[config.mk]
export PLATFORM = sky130hd
export DESIGN_NAME = dc_slice_scheduler
export DESIGN_NICKNAME = d
export VERILOG_FILES = /design/src/rtl/dc_sched_pkg.sv /design/src/rtl/dc_code_fifo.sv /design/src/rtl/dc_slice_scheduler.sv
export SDC_FILE = /design/constraint.sdc
export NUM_CORES = 1
export LEC_CHECK = 0
export ABC_AREA = 1
export BUFFER_PORTS_ARGS = -buffer_cell sky130_fd_sc_hd__buf_2
export CORE_MARGIN = 3
export CORE_UTILIZATION = 25
export DETAILED_ROUTE_END_ITERATION = 16
export HOLD_SLACK_MARGIN = 0.02
export RECOVER_POWER = 50
export SKIP_LAST_GASP = 1
export SYNTH_ARGS = -nofsm -noshare
export SYNTH_HDL_FRONTEND = slang
export SYNTH_SLANG_ARGS = --single-unit
[constraint.sdc]
create_clock -name clk -period 3.4 [get_ports clk]
set_input_delay 0.34 -clock clk [delete_from_list [all_inputs] [get_ports clk]]
set_output_delay 0.34 -clock clk [all_outputs]
set_load 0.05 [all_outputs]
[src/rtl/dc_sched_pkg.sv]
// dc_sched_pkg
// Shared widths, the scheduler FSM state encoding and the packed codeword
// record carried through the codeword FIFO.
package dc_sched_pkg;

  localparam int DC_W   = 20;  // DC coefficient, two's complement
  localparam int CODE_W = 24;  // right-aligned codeword
  localparam int LEN_W  = 5;   // codeword length 1..24
  localparam int BITS_W = 16;  // per-slice bit total (saturating)

  typedef enum logic [1:0] {
    ST_IDLE  = 2'd0,
    ST_ISSUE = 2'd1,
    ST_DRAIN = 2'd2,
    ST_DONE  = 2'd3
  } state_t;

  typedef struct packed {
    logic [CODE_W-1:0] code;
    logic [LEN_W-1:0]  len;
    logic              last;
  } codeword_t;

  localparam int CW_W = $bits(codeword_t);

endpackage

[src/rtl/dc_code_fifo.sv]
// dc_code_fifo
// Synchronous first-word-fall-through FIFO. The head entry is visible on
// rd_data whenever empty is low; rd_en pops it. A write into a full FIFO is
// accepted only when a pop happens in the same cycle, otherwise it is dropped.
// rd_data reads as zero while empty so downstream sees clean reset values.
//
// Ports:
//   clk, reset      clock, synchronous active-high reset
//   wr_en, wr_data  push request and data
//   rd_en           pop the head (ignored when empty)
//   rd_data         head entry
//   empty, full     occupancy flags
//   count           number of stored entries, 0..DEPTH
module dc_code_fifo #(
  parameter int DEPTH = 8,
  parameter int WIDTH = 30,
  localparam int CNT_W = $clog2(DEPTH + 1),
  localparam int PTR_W = (DEPTH > 1) ? $clog2(DEPTH) : 1
) (
  input  logic             clk,
  input  logic             reset,
  input  logic             wr_en,
  input  logic [WIDTH-1:0] wr_data,
  input  logic             rd_en,
  output logic [WIDTH-1:0] rd_data,
  output logic             empty,
  output logic             full,
  output logic [CNT_W-1:0] count
);

  logic [WIDTH-1:0] mem_q [DEPTH];
  logic [PTR_W-1:0] wr_ptr_q, wr_ptr_d;
  logic [PTR_W-1:0] rd_ptr_q, rd_ptr_d;
  logic [CNT_W-1:0] count_q, count_d;
  logic             wr_ok, rd_ok;

  // Wrap explicitly so non-power-of-two depths work.
  function automatic logic [PTR_W-1:0] ptr_inc(input logic [PTR_W-1:0] p);
    return (p == PTR_W'(DEPTH - 1)) ? '0 : p + 1'b1;
  endfunction

  assign empty = (count_q == '0);
  assign full  = (count_q == CNT_W'(DEPTH));
  assign rd_ok = rd_en && !empty;
  assign wr_ok = wr_en && (!full || rd_ok);

  always_comb begin
    wr_ptr_d = wr_ptr_q;
    rd_ptr_d = rd_ptr_q;
    count_d  = count_q;
    if (wr_ok) wr_ptr_d = ptr_inc(wr_ptr_q);
    if (rd_ok) rd_ptr_d = ptr_inc(rd_ptr_q);
    case ({wr_ok, rd_ok})
      2'b10:   count_d = count_q + 1'b1;
      2'b01:   count_d = count_q - 1'b1;
      default: count_d = count_q;
    endcase
  end

  always_ff @(posedge clk) begin
    if (reset) begin
      wr_ptr_q <= '0;
      rd_ptr_q <= '0;
      count_q  <= '0;
    end else begin
      wr_ptr_q <= wr_ptr_d;
      rd_ptr_q <= rd_ptr_d;
      count_q  <= count_d;
    end
  end

  // Storage needs no reset: entries are only observed once counted.
  always_ff @(posedge clk) begin
    if (wr_ok) mem_q[wr_ptr_q] <= wr_data;
  end

  assign rd_data = empty ? '0 : mem_q[rd_ptr_q];
  assign count   = count_q;

endmodule

[src/rtl/dc_slice_scheduler.sv]
// dc_slice_scheduler
// Walks one slice's DC coefficients: reads each block's DC value from the
// coefficient buffer, presents it to the (non-stallable) DC encoder with a
// first-of-slice flag, collects the returned codewords in a FIFO and offers
// them to the bitstream packer. A read is launched only while the FIFO has
// room for every result already in the encoder pipe plus this one (credit).
//
// Handshake on the packer side: out_code/out_len/out_last are valid while
// out_valid is high and are held until the cycle out_valid && out_ready,
// in which the head is consumed; out_valid never depends on out_ready.
//
// Ports:
//   clk, reset                  clock, synchronous active-high reset
//   start, num_blocks           slice launch (IDLE only) and block count
//   busy, done                  slice in progress / one-cycle end pulse
//   slice_dc_bits               saturating sum of codeword lengths
//   err                         sticky: stray codeword or FIFO overflow
//   coef_rd_en/addr/data        coefficient buffer read port (1-cycle data)
//   enc_valid/first/dc          encoder input
//   enc_code_valid/code/len     encoder result
//   out_valid/code/len/last     packer output, out_ready accepts
//   dbg_state                   current FSM state (state_t encoding)
module dc_slice_scheduler
  import dc_sched_pkg::*;
#(
  parameter int MAX_BLOCKS  = 32,
  parameter int ADDR_W      = 5,
  parameter int ENC_LATENCY = 4,
  parameter int FIFO_DEPTH  = 8
) (
  input  logic              clk,
  input  logic              reset,
  input  logic              start,
  input  logic [ADDR_W:0]   num_blocks,
  output logic              busy,
  output logic              done,
  output logic [BITS_W-1:0] slice_dc_bits,
  output logic              err,
  output logic              coef_rd_en,
  output logic [ADDR_W-1:0] coef_rd_addr,
  input  logic [DC_W-1:0]   coef_rd_data,
  output logic              enc_valid,
  output logic              enc_first,
  output logic [DC_W-1:0]   enc_dc,
  input  logic              enc_code_valid,
  input  logic [CODE_W-1:0] enc_code,
  input  logic [LEN_W-1:0]  enc_code_len,
  output logic              out_valid,
  output logic [CODE_W-1:0] out_code,
  output logic [LEN_W-1:0]  out_len,
  output logic              out_last,
  input  logic              out_ready,
  output logic [1:0]        dbg_state
);

  localparam int              CNT_W   = $clog2(FIFO_DEPTH + 1);
  localparam logic [CNT_W:0]  DEPTH_V = (CNT_W + 1)'(FIFO_DEPTH);
  localparam logic [ADDR_W:0] MAXB_V  = (ADDR_W + 1)'(MAX_BLOCKS);
  localparam logic [ADDR_W:0] ONE_V   = (ADDR_W + 1)'(1);

  // A FIFO shallower than the encoder pipe plus two is still safe (credit
  // throttles issue) but cannot sustain one block per cycle.
  if (FIFO_DEPTH < ENC_LATENCY + 2) begin : g_depth_below_latency
  end

  state_t            state_q, state_d;
  logic [ADDR_W:0]   nb_q, nb_d;
  logic [ADDR_W:0]   rd_idx_q, rd_idx_d;
  logic [ADDR_W:0]   rx_cnt_q, rx_cnt_d;
  logic [CNT_W-1:0]  inflight_q, inflight_d;
  logic [BITS_W-1:0] sum_q, sum_d;
  logic              err_q, err_d;
  logic              enc_valid_q, enc_valid_d;
  logic              enc_first_q, enc_first_d;

  logic              start_acc;
  logic              has_credit;
  logic [CNT_W:0]    used;
  logic              code_accept;
  logic              err_event;
  logic              pop;
  logic              last_pop;
  logic [BITS_W:0]   sum_ext;

  codeword_t         wr_cw;
  codeword_t         head_cw;
  logic [CW_W-1:0]   fifo_rd_data;
  logic              fifo_empty, fifo_full;
  logic [CNT_W-1:0]  fifo_count;

  // ---------------------------------------------------------------- FSM
  always_ff @(posedge clk) begin
    if (reset) state_q <= ST_IDLE;
    else       state_q <= state_d;
  end

  always_comb begin
    state_d = state_q;
    case (state_q)
      ST_IDLE:  if (start) state_d = (num_blocks == '0) ? ST_DONE : ST_ISSUE;
      ST_ISSUE: if (coef_rd_en && (rd_idx_q == nb_q - ONE_V)) state_d = ST_DRAIN;
      ST_DRAIN: if (last_pop) state_d = ST_DONE;
      ST_DONE:  state_d = ST_IDLE;
      default:  state_d = ST_IDLE;
    endcase
  end

  always_comb begin
    busy       = (state_q != ST_IDLE);
    done       = (state_q == ST_DONE);
    coef_rd_en = (state_q == ST_ISSUE) && has_credit;
  end

  assign dbg_state = state_q;

  // ------------------------------------------------------- credit / issue
  // Slots already spoken for: words sitting in the FIFO plus words the
  // encoder still owes us.
  assign used       = {1'b0, fifo_count} + {1'b0, inflight_q};
  assign has_credit = (used < DEPTH_V);
  assign start_acc  = start && (state_q == ST_IDLE);

  // A codeword with nothing outstanding is a protocol error and is dropped.
  assign code_accept = enc_code_valid && (inflight_q != '0);
  assign pop         = out_valid && out_ready;
  assign last_pop    = pop && out_last;
  assign err_event   = (enc_code_valid && (inflight_q == '0))
                     || (code_accept && fifo_full && !pop);
  assign sum_ext     = {1'b0, sum_q} + (BITS_W + 1)'(enc_code_len);

  always_comb begin
    nb_d        = nb_q;
    rd_idx_d    = rd_idx_q;
    rx_cnt_d    = rx_cnt_q;
    sum_d       = sum_q;
    err_d       = err_q;
    inflight_d  = inflight_q;
    enc_valid_d = coef_rd_en;
    enc_first_d = coef_rd_en && (rd_idx_q == '0);

    if (start_acc) begin
      nb_d     = (num_blocks > MAXB_V) ? MAXB_V : num_blocks;
      rd_idx_d = '0;
      rx_cnt_d = '0;
      sum_d    = '0;
      err_d    = 1'b0;
    end else begin
      if (coef_rd_en) rd_idx_d = rd_idx_q + ONE_V;
      if (code_accept) begin
        rx_cnt_d = rx_cnt_q + ONE_V;
        sum_d    = sum_ext[BITS_W] ? '1 : sum_ext[BITS_W-1:0];
      end
      err_d = err_q || err_event;
    end

    // Issue and receive in the same cycle leave the count unchanged.
    case ({coef_rd_en, code_accept})
      2'b10:   inflight_d = inflight_q + 1'b1;
      2'b01:   inflight_d = inflight_q - 1'b1;
      default: inflight_d = inflight_q;
    endcase
  end

  always_ff @(posedge clk) begin
    if (reset) begin
      nb_q        <= '0;
      rd_idx_q    <= '0;
      rx_cnt_q    <= '0;
      inflight_q  <= '0;
      sum_q       <= '0;
      err_q       <= 1'b0;
      enc_valid_q <= 1'b0;
      enc_first_q <= 1'b0;
    end else begin
      nb_q        <= nb_d;
      rd_idx_q    <= rd_idx_d;
      rx_cnt_q    <= rx_cnt_d;
      inflight_q  <= inflight_d;
      sum_q       <= sum_d;
      err_q       <= err_d;
      enc_valid_q <= enc_valid_d;
      enc_first_q <= enc_first_d;
    end
  end

  // Buffer data arrives the cycle after the read, aligned with enc_valid_q.
  assign coef_rd_addr = rd_idx_q[ADDR_W-1:0];
  assign enc_valid    = enc_valid_q;
  assign enc_first    = enc_first_q;
  assign enc_dc       = enc_valid_q ? coef_rd_data : '0;

  // ---------------------------------------------------------- codeword FIFO
  always_comb begin
    wr_cw.code = enc_code;
    wr_cw.len  = enc_code_len;
    wr_cw.last = (rx_cnt_q == nb_q - ONE_V);
  end

  dc_code_fifo #(
    .DEPTH (FIFO_DEPTH),
    .WIDTH (CW_W)
  ) u_fifo (
    .clk     (clk),
    .reset   (reset),
    .wr_en   (code_accept),
    .wr_data (wr_cw),
    .rd_en   (pop),
    .rd_data (fifo_rd_data),
    .empty   (fifo_empty),
    .full    (fifo_full),
    .count   (fifo_count)
  );

  assign head_cw       = codeword_t'(fifo_rd_data);
  assign out_valid     = !fifo_empty;
  assign out_code      = head_cw.code;
  assign out_len       = head_cw.len;
  assign out_last      = head_cw.last;
  assign slice_dc_bits = sum_q;
  assign err           = err_q;

endmodule

### After elaboration in Yosys (flattened, before gate mapping)

Memory sizes are Yosys's and may differ from the RTL's. A register that Yosys moved wholly into a read port is not among the register bits.
Index checks and enable logic that the tools add are counted.
Widths: inputs -> output; s select.

* register bits after elaboration: 53
* bits in writable memories: 240
* input bits: 60
* output and inout port bits: 80
* logic and storage cells: 87
* memories: 1

* add/sub/neg operators: 11
* order comparisons: 2
* equality and inequality tests: 15
* mux-type cells: 17
* reductions and logical operators: 29

Memories
* u_fifo.mem_q: words 8, bits a word 30, rd ports 1, clocked after Yosys merged registers in 1, wr ports 1, RTL line dc_code_fifo.sv:31 `logic [WIDTH-1:0] mem_q [DEPTH];`

Operators with widths (number)
* $mux 30: 1
* $mux 20: 1
* $add 16x5->17: 1
* $mux 16: 1
* $pmux 4 s2: 2
* $add 6x1->6 const B: 2
* $eq 6x6->1: 2
* $logic_and 1x1->1: 12
* $logic_not 6->1: 2
* $mux 3: 4
* $add 4x1->4 const B: 2
* $eq 2x2->1 const B: 4
* $logic_not 4->1: 2
* $mux 2: 4
* $pmux 2 s4: 1
* $sub 4x1->4 const B: 2
* $add 3x1->3 const B: 2
* $eq 2x1->1 const B: 3
* $eq 3x3->1 const B: 2
* $gt 6x6->1 const B: 1
* $mux 6: 1
* $ne 2x2->1 const B: 3
* $reduce_bool 2->1: 3
* $sub 6x1->6 const B: 1
* other kinds (10): 15

### Logic depth before layout (Yosys ltp)

* word-level depth: 8
* gate-level depth with buffers: 16

### By module

From an unflattened synthesis, not the netlist that was laid out.

* cell total of the unflattened synthesis: 1267
* area, all modules: 13050.0 µm²

By module, submodules not included
* dc_code_fifo: instances 1, cells an instance 814, area each 10105.9 µm², sequential area each 7467.2 µm²
* dc_slice_scheduler: instances 1, cells an instance 453, area each 2944.1 µm², sequential area each 860.8 µm²

### Worst setup path before layout

OpenSTA, ideal clock, no wires.

* kind: reg2reg
* start point: reg inflight_q[1]
* end point: mem u_fifo.mem_q[0][0], enable pin
* arrival: 2.405 ns
* required time: 2.983 ns
* path slack: 0.578 ns
* cell stages (with the launch flop): 9
* path buffers: 2
* period minus slack after synthesis: 2.822 ns
* cell sequence: dfxtp_1 -> inv_2 -> nand4_2 -> nand2_2 -> buf_6 -> clkinv_2 -> buf_4 -> nand3_1 -> nor2_1

* longest elaborated chain between the ends: 5

Ends and longest elaborated chain
* from (decl): RTL line dc_slice_scheduler.sv:70 `logic [CNT_W-1:0] inflight_q, inflight_d;`
* from (signal assigned): RTL line dc_slice_scheduler.sv:178 `inflight_q <= inflight_d;`
* $reduce_bool 4->1: RTL line dc_slice_scheduler.sv:124 `assign code_accept = enc_code_valid && (inflight_q != '0);`
* $logic_and 1x1->1: RTL line dc_slice_scheduler.sv:124
* via code_accept: RTL line dc_slice_scheduler.sv:79 `logic code_accept;`
* $logic_and 1x1->1: RTL line dc_code_fifo.sv:45 `assign wr_ok = wr_en && (!full || rd_ok);`
* $mux 1: RTL line dc_code_fifo.sv:74 `if (wr_ok) mem_q[wr_ptr_q] <= wr_data;`
* $mux 1 (implied by the code): RTL line dc_code_fifo.sv:74
* to (decl): RTL line dc_code_fifo.sv:31

The timed path passes the listed nets, and every way through them passes these cells.

==> impl_metrics.py <==
metrics = {
    "global_routing": {
        "grt_pass1_wl_um": 49100,
        "first_global_vias": 8857,
        "globalRouteOverflowTotal": 0,
        "grt_max_degree": 121,
        "antenna_found_initial": 0,
        "grt_use_total_pct": 11.5,
    },
    "timing": {
        "hold_violations": 0,
        "setup_tns_ns": 0,
        "fmax_mhz": 335,
        "rsz0062_at_grt": "no",
        "finalMaxSlewViolations": 0,
        "setup_viol": 0,
        "skew_ns": 0.0190,
        "period_share_pct": 87.8,
        "period_minus_slack_ns": 2.99,
        "worstMarginPinSlew_ns": 0.848,
        "slew_headroom_pct": 43.4,
    },
    "worst_setup_path": {
        "critical_path.max_fanout": 48,
        "worst_path_max_delay_cell": "clkinv_2",
        "crit_path_start_kind": "flip-flop",
        "worstPathRequired_ns": 3.06,
        "critPathKind": "reg -> out",
        "endpoint_kind": "output port",
        "max_stage_delay_ns": 0.43,
        "path_cells": "clkinv_2, buf_12, nor2_1, o22ai_1, o21ai_1, a31oi_1, buf_2",
        "crit_buf_inv": 3,
        "cp_top_family": "buffers and inverters",
        "cp.arrival_ns": 2.65,
    },
    "detailed_routing": {
        "drc": 0,
        "drtAntennaViolNets": 0,
        "wl_um": 31600,
        "dr.pass1.iters": 5,
        "drt-initial-drc-count": 665,
        "wl_per_cell_um": 15.9,
        "vias": 9023,
        "vias_per_cell": 4.53,
    },
    "placement": {
        "hpwl_um": 20000,
        "place_congestion": 0.818,
        "placed_cells": 1938,
        "portBuffers": 139,
    },
    "power_and_ir_drop": {
        "power_density_mw_per_mm2": 841,
        "ir_drop_v": 0.000507,
        "p_leak_nw": 5.62,
    },
    "synth": {
        "yosysWarnings": 0,
        "synthFlopType": "edfxtp_1",
        "avgSynthCellArea_um2": 10.9,
        "ys_ff_latch": 296,
        "netlist_area_mm2": 0.0128,
        "async_flop_share_pct": 0,
        "seq_area_frac_synth_pct": 65.3,
        "synthCells": 1168,
        "synth_cell_types": 45,
        "synth_edf_count": 240,
        "syn_nets": 1257,
    },
    "cts": {
        "clkTransAtPathRegs_ns": 0.06,
        "ctsResizeCount": 0,
        "htree_levels": 1,
        "clock_sinks": 296,
        "numCtsBuffers": 29,
        "cts_tree": "done",
        "cts_max_path_buffers": 3,
        "clock_latency_ns": 0.57,
        "clockRootBuffer": "clkbuf_16",
        "cts_setup_buffers": 0,
    },
    "cells_and_area": {
        "n_antenna_cell": 0,
        "fillers": 5189,
        "area_growth_syn_to_layout_pct": 19.4,
        "nNetsFinal": 1391,
        "finalNonFillerCells": 1993,
        "layout-drive-gt1-share_pct": 12.9,
    },
    "die": {
        "fp-row-count": 82,
        "die_y_um": 232,
        "coreArea_mm2": 0.0503,
        "initial_utilization_pct": 25.4,
        "die_w_um": 232,
        "io_pins": 140,
        "die-area_mm2": 0.0538,
    },
    "run_status": {
        "outcome": "complete, no violations",
    },
    "hold_path": {
        "min_path_type": "in -> reg",
    },
    "run": {
        "cap_violations": 0,
    },
}
-- worst min-delay path, stage by stage --
cell	delay, ns
buf_2	0.10
nand4_1	0.08
o21ai_0	0.07
-- path summary, 6_finish.rpt --
kind / from / end / slack (ns) / cells past startpoint
min: num_blocks[1] / nb_q[1] / 0.06 / 3
min reg2reg: rx_cnt_q[5] / rx_cnt_q[5] / 0.48 / 1
max: flip-flop / out_code[13] / 0.41 / 7
max reg2reg: inflight_q[1] / inflight_q[3] / 0.53 / 12
-- synthesized netlist by cell type (10+ instances only) --
master / number / share of area, %
edfxtp_1: 240 / 56
nor2_1: 220 / 6.5
o21ai_0: 149 / 5.8
nand2_1: 91 / 2.7
inv_1: 77 / 2.3
dfxtp_1: 56 / 8.8
a31oi_1: 35 / 1.7
o21ai_1: 34 / 1.3
nand3_1: 33 / 1.3
clkbuf_1: 32 / 0.94
a21oi_1: 31 / 1.2
o22ai_1: 29 / 1.4
ha_1: 27 / 2.6
buf_2: 17 / 0.67
xor2_1: 12 / 0.82
nand4_1: 11 / 0.54
nor3_1: 10 / 0.39
-- placed cells by master (no fill, tap or decap), drive strengths merged, types with 29 or more instances in the layout --
cell type,Yosys,routed
a21oi,32,32
a31oi,35,35
buf,29,96
clkbuf,32,98
dfxtp,56,56
edfxtp,240,240
inv,86,87
nand2,96,96
nand3,36,36
nor2,225,225
o21ai,183,183
o22ai,29,29
-- cells by family after synthesis --
kind of cell | share of synthesized area, %
fa+ha+maj | 2.96
simple gates | 13.1
buf+inv | 4.93
flops | 65.3
xor+xnor | 1.42
compound gates | 12.3
-- per-layer routing --
metal | up-vias | global-route usage [%] | share of wire, %
met2 | 267 | 18.2 | 45
met4 | 0 | 2.38 | 1.7
li1 | 4375 | - | -
met1 | 4340 | 16.1 | 47
met5 | - | 0 | 0
met3 | 41 | 2.50 | 6.7
-- repair_timing --
action / 4_1_cts / 5_1_grt
hold buffers: 5 / 0
setup endpoints to repair: 0 / 0
endpoints found under the hold margin: 22 / 0
-- power by group --
part	switching, mW	leakage [nW]	internal, mW	total (mW)
sequential	0.183	2.64	4.28	4.46
combinational	3.79	2.51	1.25	5.04
clock	1.36	0.469	1.94	3.30
-- layout make-up --
class	count	area (um2)	share of cell area, %
clock inverter	15	213	1.40
timing repair buffer	164	940	6.17
multi-input combinational	724	3820	25.1
tap	672	841	5.52
inverter	87	332	2.18
clock buffer	35	748	4.91
sequential	296	8330	54.7
-- sequential cells by signal, summed over array words and instances, names as in the netlist, named ones only --
signal and cells:
rx_cnt_q 6, nb_q 6, u_fifo.count 4, enc_first 1, u_fifo.wr_ptr_q 3, u_fifo.mem_q 240, err 1, inflight_q 4
slice_dc_bits 16, u_fifo.rd_ptr_q 3, enc_valid 1, dbg_state 2, rd_idx_q 6
-- stage by stage --
stage / hold WS (ns) / utilization (%) / area [um2] / setup slack (ns) / power (mW)
after CTS: 0.0209 / 30.5 / 15300 / 0.372 / 13.0
after detailed placement: 0.462 / 28.5 / 14300 / 0.652 / 9.67
final: 0.0628 / 30.3 / 15200 / 0.415 / 12.8
after global placement: 0.451 / 28.5 / 14300 / 0.719 / 9.62
after floorplan: 0.439 / - / 12800 / 0.578 / 8.24
after global routing: 0.0405 / 30.3 / 15200 / 0.162 / 13.5
Note: power is estimated with default switching activity, not from simulation.
